===== config.mk =====
export PLATFORM = sky130hd
export DESIGN_NAME = eth_frame_detector_mem_arbiter
export DESIGN_NICKNAME = d
export VERILOG_FILES = /design/src/rtl/eth_frame_detector_arb_pkg.sv /design/src/rtl/rr_priority_picker.sv /design/src/rtl/eth_frame_detector_mem_arbiter.sv
export SDC_FILE = /design/constraint.sdc
export NUM_CORES = 1
export LEC_CHECK = 0
export ABC_AREA = 1
export CAP_MARGIN = 20
export CORE_MARGIN = 2
export CORE_UTILIZATION = 45
export DETAILED_ROUTE_END_ITERATION = 10
export PLACE_DENSITY_LB_ADDON = 0.2
export SYNTH_ARGS = -nofsm -noshare
export SYNTH_HDL_FRONTEND = slang
export SYNTH_SLANG_ARGS = --single-unit
export TNS_END_PERCENT = 100

===== constraint.sdc =====
create_clock -name clk -period 3.7 [get_ports clk]
set_input_delay 0.37 -clock clk [delete_from_list [all_inputs] [get_ports clk]]
set_output_delay 0.37 -clock clk [all_outputs]
set_load 0.01 [all_outputs]

===== src/rtl/eth_frame_detector_arb_pkg.sv =====
// eth_frame_detector_arb_pkg: shared types and widths for the pattern-memory arbiter
package eth_frame_detector_arb_pkg;
  typedef enum logic [1:0] {IDLE, ISSUE, DONE} arb_state_t;
  localparam int STAT_GRANT_W = 32;
  localparam int STAT_TO_W = 16;
  function automatic int tmo_cnt_w(input int timeout);
    return (timeout < 1) ? 1 : $clog2(timeout + 1);
  endfunction
endpackage


===== src/rtl/rr_priority_picker.sv =====
// rr_priority_picker: round-robin pick of the first set request after index last, with wrap
module rr_priority_picker #(
  parameter int N = 2
) (
  input  logic [N-1:0]         req,
  input  logic [$clog2(N)-1:0] last,
  output logic [N-1:0]         grant,
  output logic [$clog2(N)-1:0] idx
);
  always_comb begin
    grant = '0;
    idx = '0;
    // wrapped candidates first, then those above last override them
    for (int j = N - 1; j >= 0; j--)
      if (req[j] && j <= int'(last)) begin
        grant = '0;
        grant[j] = 1'b1;
        idx = $clog2(N)'(j);
      end
    for (int j = N - 1; j >= 0; j--)
      if (req[j] && j > int'(last)) begin
        grant = '0;
        grant[j] = 1'b1;
        idx = $clog2(N)'(j);
      end
  end
endmodule


===== src/rtl/eth_frame_detector_mem_arbiter.sv =====
// eth_frame_detector_mem_arbiter: round-robin arbiter sharing one pattern-memory port, with ack timeout.
// Optional grant/timeout statistics under ETH_FRAME_DETECTOR_ARB_STATS_EN.
module eth_frame_detector_mem_arbiter
  import eth_frame_detector_arb_pkg::*;
#(
  parameter int C_DATA_WIDTH = 32,
  parameter int C_ADDR_WIDTH = 11,
  parameter int C_NUM_REQ    = 2,
  parameter int C_TIMEOUT    = 255
) (
  input  logic                              clk,
  input  logic                              rst_n,
`ifdef ETH_FRAME_DETECTOR_ARB_STATS_EN
  input  logic                              stat_clr,
  output logic [C_NUM_REQ*STAT_GRANT_W-1:0] stat_grants,
  output logic [STAT_TO_W-1:0]              stat_timeouts,
`endif
  input  logic [C_NUM_REQ-1:0]              req_valid,
  input  logic [C_NUM_REQ-1:0]              req_we,
  input  logic [C_NUM_REQ*C_ADDR_WIDTH-1:0] req_addr,
  input  logic [C_NUM_REQ*C_DATA_WIDTH-1:0] req_wdata,
  output logic [C_NUM_REQ-1:0]              req_ack,
  output logic                              req_err,
  output logic [C_DATA_WIDTH-1:0]           req_rdata,
  output logic                              mem_req,
  output logic                              mem_we,
  input  logic                              mem_ack,
  output logic [C_ADDR_WIDTH-1:0]           mem_addr,
  output logic [C_DATA_WIDTH-1:0]           mem_wdata,
  input  logic [C_DATA_WIDTH-1:0]           mem_rdata
);
  localparam int IW = $clog2(C_NUM_REQ);
  localparam int TW = tmo_cnt_w(C_TIMEOUT);
  arb_state_t state;
  logic [IW-1:0] last, pick_idx;
  logic [C_NUM_REQ-1:0] pick;
  logic [TW-1:0] cnt;
  logic tmo;
  rr_priority_picker #(.N(C_NUM_REQ)) u_pick (
    .req  (req_valid),
    .last (last),
    .grant(pick),
    .idx  (pick_idx)
  );
  assign tmo = (C_TIMEOUT != 0) && (cnt == TW'(C_TIMEOUT - 1));
  always_ff @(posedge clk or negedge rst_n) begin
    if (!rst_n) begin
      state <= IDLE;
      last <= IW'(C_NUM_REQ - 1);
      cnt <= '0;
      mem_req <= 1'b0;
      mem_we <= 1'b0;
      mem_addr <= '0;
      mem_wdata <= '0;
      req_ack <= '0;
      req_err <= 1'b0;
      req_rdata <= '0;
    end else begin
      req_ack <= '0;
      case (state)
        IDLE: if (|pick) begin
          last <= pick_idx;
          cnt <= '0;
          mem_req <= 1'b1;
          mem_we <= req_we[pick_idx];
          mem_addr <= req_addr[pick_idx*C_ADDR_WIDTH +: C_ADDR_WIDTH];
          mem_wdata <= req_wdata[pick_idx*C_DATA_WIDTH +: C_DATA_WIDTH];
          state <= ISSUE;
        end
        ISSUE: if (mem_ack || tmo) begin
          mem_req <= 1'b0;
          req_rdata <= (mem_ack && !mem_we) ? mem_rdata : '0;
          req_err <= !mem_ack;
          req_ack[last] <= 1'b1;
          state <= DONE;
        end else
          cnt <= cnt + 1'b1;
        default: state <= IDLE;
      endcase
    end
  end
`ifdef ETH_FRAME_DETECTOR_ARB_STATS_EN
  logic grant_ev, to_ev;
  assign grant_ev = (state == IDLE) && |pick;
  assign to_ev = (state == ISSUE) && !mem_ack && tmo;
  always_ff @(posedge clk or negedge rst_n) begin
    if (!rst_n) begin
      stat_grants <= '0;
      stat_timeouts <= '0;
    end else if (stat_clr) begin
      stat_grants <= '0;
      stat_timeouts <= '0;
    end else begin
      if (to_ev && !(&stat_timeouts)) stat_timeouts <= stat_timeouts + 1'b1;
      for (int i = 0; i < C_NUM_REQ; i++)
        if (grant_ev && pick[i] && !(&stat_grants[i*STAT_GRANT_W +: STAT_GRANT_W]))
          stat_grants[i*STAT_GRANT_W +: STAT_GRANT_W] <= stat_grants[i*STAT_GRANT_W +: STAT_GRANT_W] + 1'b1;
    end
  end
`endif
endmodule


==> results.py <==
metrics = {
    "run_status": {
        "status": "finished, final reports clean",
    },
    "detailed_routing": {
        "antenna_left": 0,
        "routed_wl_um": 12120,
        "vias": 4366,
        "dr_wl_met3_um": 971,
        "firstDrtPassIters": 4,
        "drt_iter0_drc": 223,
        "wl_per_cell_um": 13.44,
        "wl_met1_um": 5042,
        "met2_length_um": 5881,
        "post-route-drc-count": 0,
        "highest_layer": "met4",
        "viasPerCell": 4.840,
    },
    "grt": {
        "antenna_found_initial": 0,
        "grt_overflow": 0,
        "grt_pass1_wl_um": 20020,
        "grtUsageTotal_pct": 22.74,
        "grt_max_degree": 71,
        "grt_pass1_vias": 4136,
    },
    "finish": {
        "drive_above_1_share_pct": 8.453,
        "final_cell_mix": "nand2_1, clkdlybuf4s50_1, dfrtp_1, nand3_1, o21ai_2",
        "diodes": 0,
        "layout_commonest_cell": "nand2_1",
        "area_delta_synth_final_pct": 49.60,
        "nets": 891,
    },
    "yosys": {
        "seq_area_frac_synth_pct": 50.46,
        "netlist_area_um2": 4516,
        "yosysWarningCount": 0,
        "synth_area_leaders": "dfrtp_1, nand2_1, o21ai_2",
        "synthesis.nets": 704,
        "synth_top_cell_area_share_pct": 49.88,
        "ys_ff_latch": 91,
        "syn_inst": 577,
        "syn_avg_cell_area_um2": 7.826,
        "yosys.area.top_type": "dfrtp_1",
        "post_synth_num_cell_types": 24,
    },
    "sta": {
        "relSlewSlack_pct": 43.00,
        "worst_slack_ps": 1663,
        "finalCritPeriodShare_pct": 55.04,
        "setup_viol": 0,
        "layout_min_cycle_time_ps": 2037,
        "tns_ps": 0,
        "report.final.slew_viol_count": 0,
        "rsz0062_at_grt": "false",
        "clock_skew_ps": 16.26,
        "max_freq_mhz": 491.0,
        "tightest_slew_ps": 855.0,
        "hold_viol": 0,
    },
    "power_and_ir_drop": {
        "power_density_nw_per_um2": 716.1,
        "switching_power_mw": 1.816,
        "total_power_mw": 4.837,
        "vdd_drop_max_v": 0.0003590,
        "power.share.combinational_pct": 48.5,
        "p_clk_share_pct": 16.5,
        "p_int_mw": 3.021,
        "power_frac_seq_pct": 35.0,
        "cellLeakagePower_nw": 3.275,
        "switching_share_pct": 37.55,
    },
    "placement": {
        "globalplace.congestion": 0.8403,
        "io_buffers": 204,
        "dp_hpwl_um": 8808,
        "pre_cts_slack_ps": 1288,
    },
    "die": {
        "num_io_pins": 205,
        "initial_utilization_pct": 46.20,
        "die_area_um2": 10850,
        "placementRows": 36,
        "coreArea_um2": 9774,
        "die_height_um": 104.2,
        "die_width_um": 104.2,
    },
    "worst_setup_path": {
        "path_class": "primary input to flip-flop",
        "required_ps": 3950,
        "cp_max_fo": 45,
        "worstSetupStartpointType": "primary input",
        "arrival_ps": 2280,
        "endpoint_kind": "flip-flop",
        "r2r_slack_ps": 1700,
    },
    "clock_network": {
        "clock_sinks": 91,
        "post-cts-setup-buffer-count": 0,
        "clkSlewWorstSetupHoldPaths_ps": 90,
        "hold_buffers": 0,
        "root_buffer": "clkbuf_8",
        "clock_latency_ps": 360,
        "htreeDepth": 3,
        "post_cts_resized": 0,
        "tritoncts": "built",
        "cts_buffers": 9,
        "clock_path_buffers": 2,
    },
    "job": {
        "max_cap_viol_count": 0,
    },
    "hold_path": {
        "hold_class": "primary input to asynchronous set/reset pin",
    },
}
## metrics by stage
stage          cell area [µm²]  cells  utilization [%]  hold WS, ps
2_1_floorplan             4516    577                -        74.41
3_3_place_gp              6515    886            66.65        456.0
3_5_place_dp              6515    886            66.65        464.1
4_1_cts                   6755    902            69.11        89.29
5_1_grt                   6755    902            69.11        122.4
6_report                  6755    902            69.11        50.69
## routing by layer
layer	vias to the layer above	track usage, %
li1	2175	-
met1	2004	27.54
met2	170	38.67
met3	17	7.331
met4	0	7.046
met5	-	0
## layout make-up
class / instances / area [µm²]
Inverter: 14 / 52.55
Timing Repair Buffer: 209 / 2077
Clock buffer: 9 / 123.9
Tap cell: 133 / 166.4
Sequential cell: 91 / 2278
Clock inverter: 7 / 116.4
Fill cell: 822 / 3019
Multi-Input combinational cell: 439 / 1941
## cell usage after synthesis, drive strengths merged
cell    number
a21oi        2
nand2      324
clkbuf       3
dfrtp       90
nand4        1
buf         30
nor2        18
o21ai       37
ha           2
o21bai       1
inv         14
nor3         1
dfstp        1
nand3       53
## cell families after synthesis
logic type      after synthesis  synth area share [%]
buf+inv                      47                 6.678
compound gates               40                 6.982
simple gates                397                 35.33
flops                        91                 50.46
fa+ha+maj                     2                0.5541
## state kept, by name, summed over array words and instances, names as in the netlist
signal,cells
req_err,1
mem_req,1
req_ack,2
mem_addr,11
mem_we,1
req_rdata,32
last,1
cnt,8
mem_wdata,32
state,2
## power by group through the flow
stage | clock, mW | sequential [mW] | combinational (mW)
final | 0.800 | 1.69 | 2.35
after global routing | 0.865 | 1.74 | 2.58
after CTS | 0.816 | 1.70 | 2.38
after detailed placement | 0 | 1.71 | 2.37
after global placement | 0 | 1.69 | 2.32
after floorplan | 0 | 1.87 | 1.09
## path summary, 6_finish.rpt
check / depth (start not counted) / start / endpoint
max: 8 / req_valid[0] / mem_wdata[1]$_DFFE_PN0P_
min: 1 / rst_n / req_rdata[0]$_DFFE_PN0P_
max reg2reg: 9 / cnt[0]$_DFFE_PN0P_ / req_rdata[11]$_DFFE_PN0P_
min reg2reg: 2 / mem_wdata[20]$_DFFE_PN0P_ / mem_wdata[20]$_DFFE_PN0P_
max in group asynchronous: 2 / rst_n / mem_wdata[2]$_DFFE_PN0P_
min in group clk: 2 / mem_wdata[20]$_DFFE_PN0P_ / mem_wdata[20]$_DFFE_PN0P_
## worst max-delay path: stages
cell and delay (ps):
clkdlybuf4s50_1 430, nand2_2 90, buf_4 380, nand2_2 580
nand2_1 200, nand2_1 80, nand2_1 70, nand2_1 50
Power figures use the tool's default switching activity.
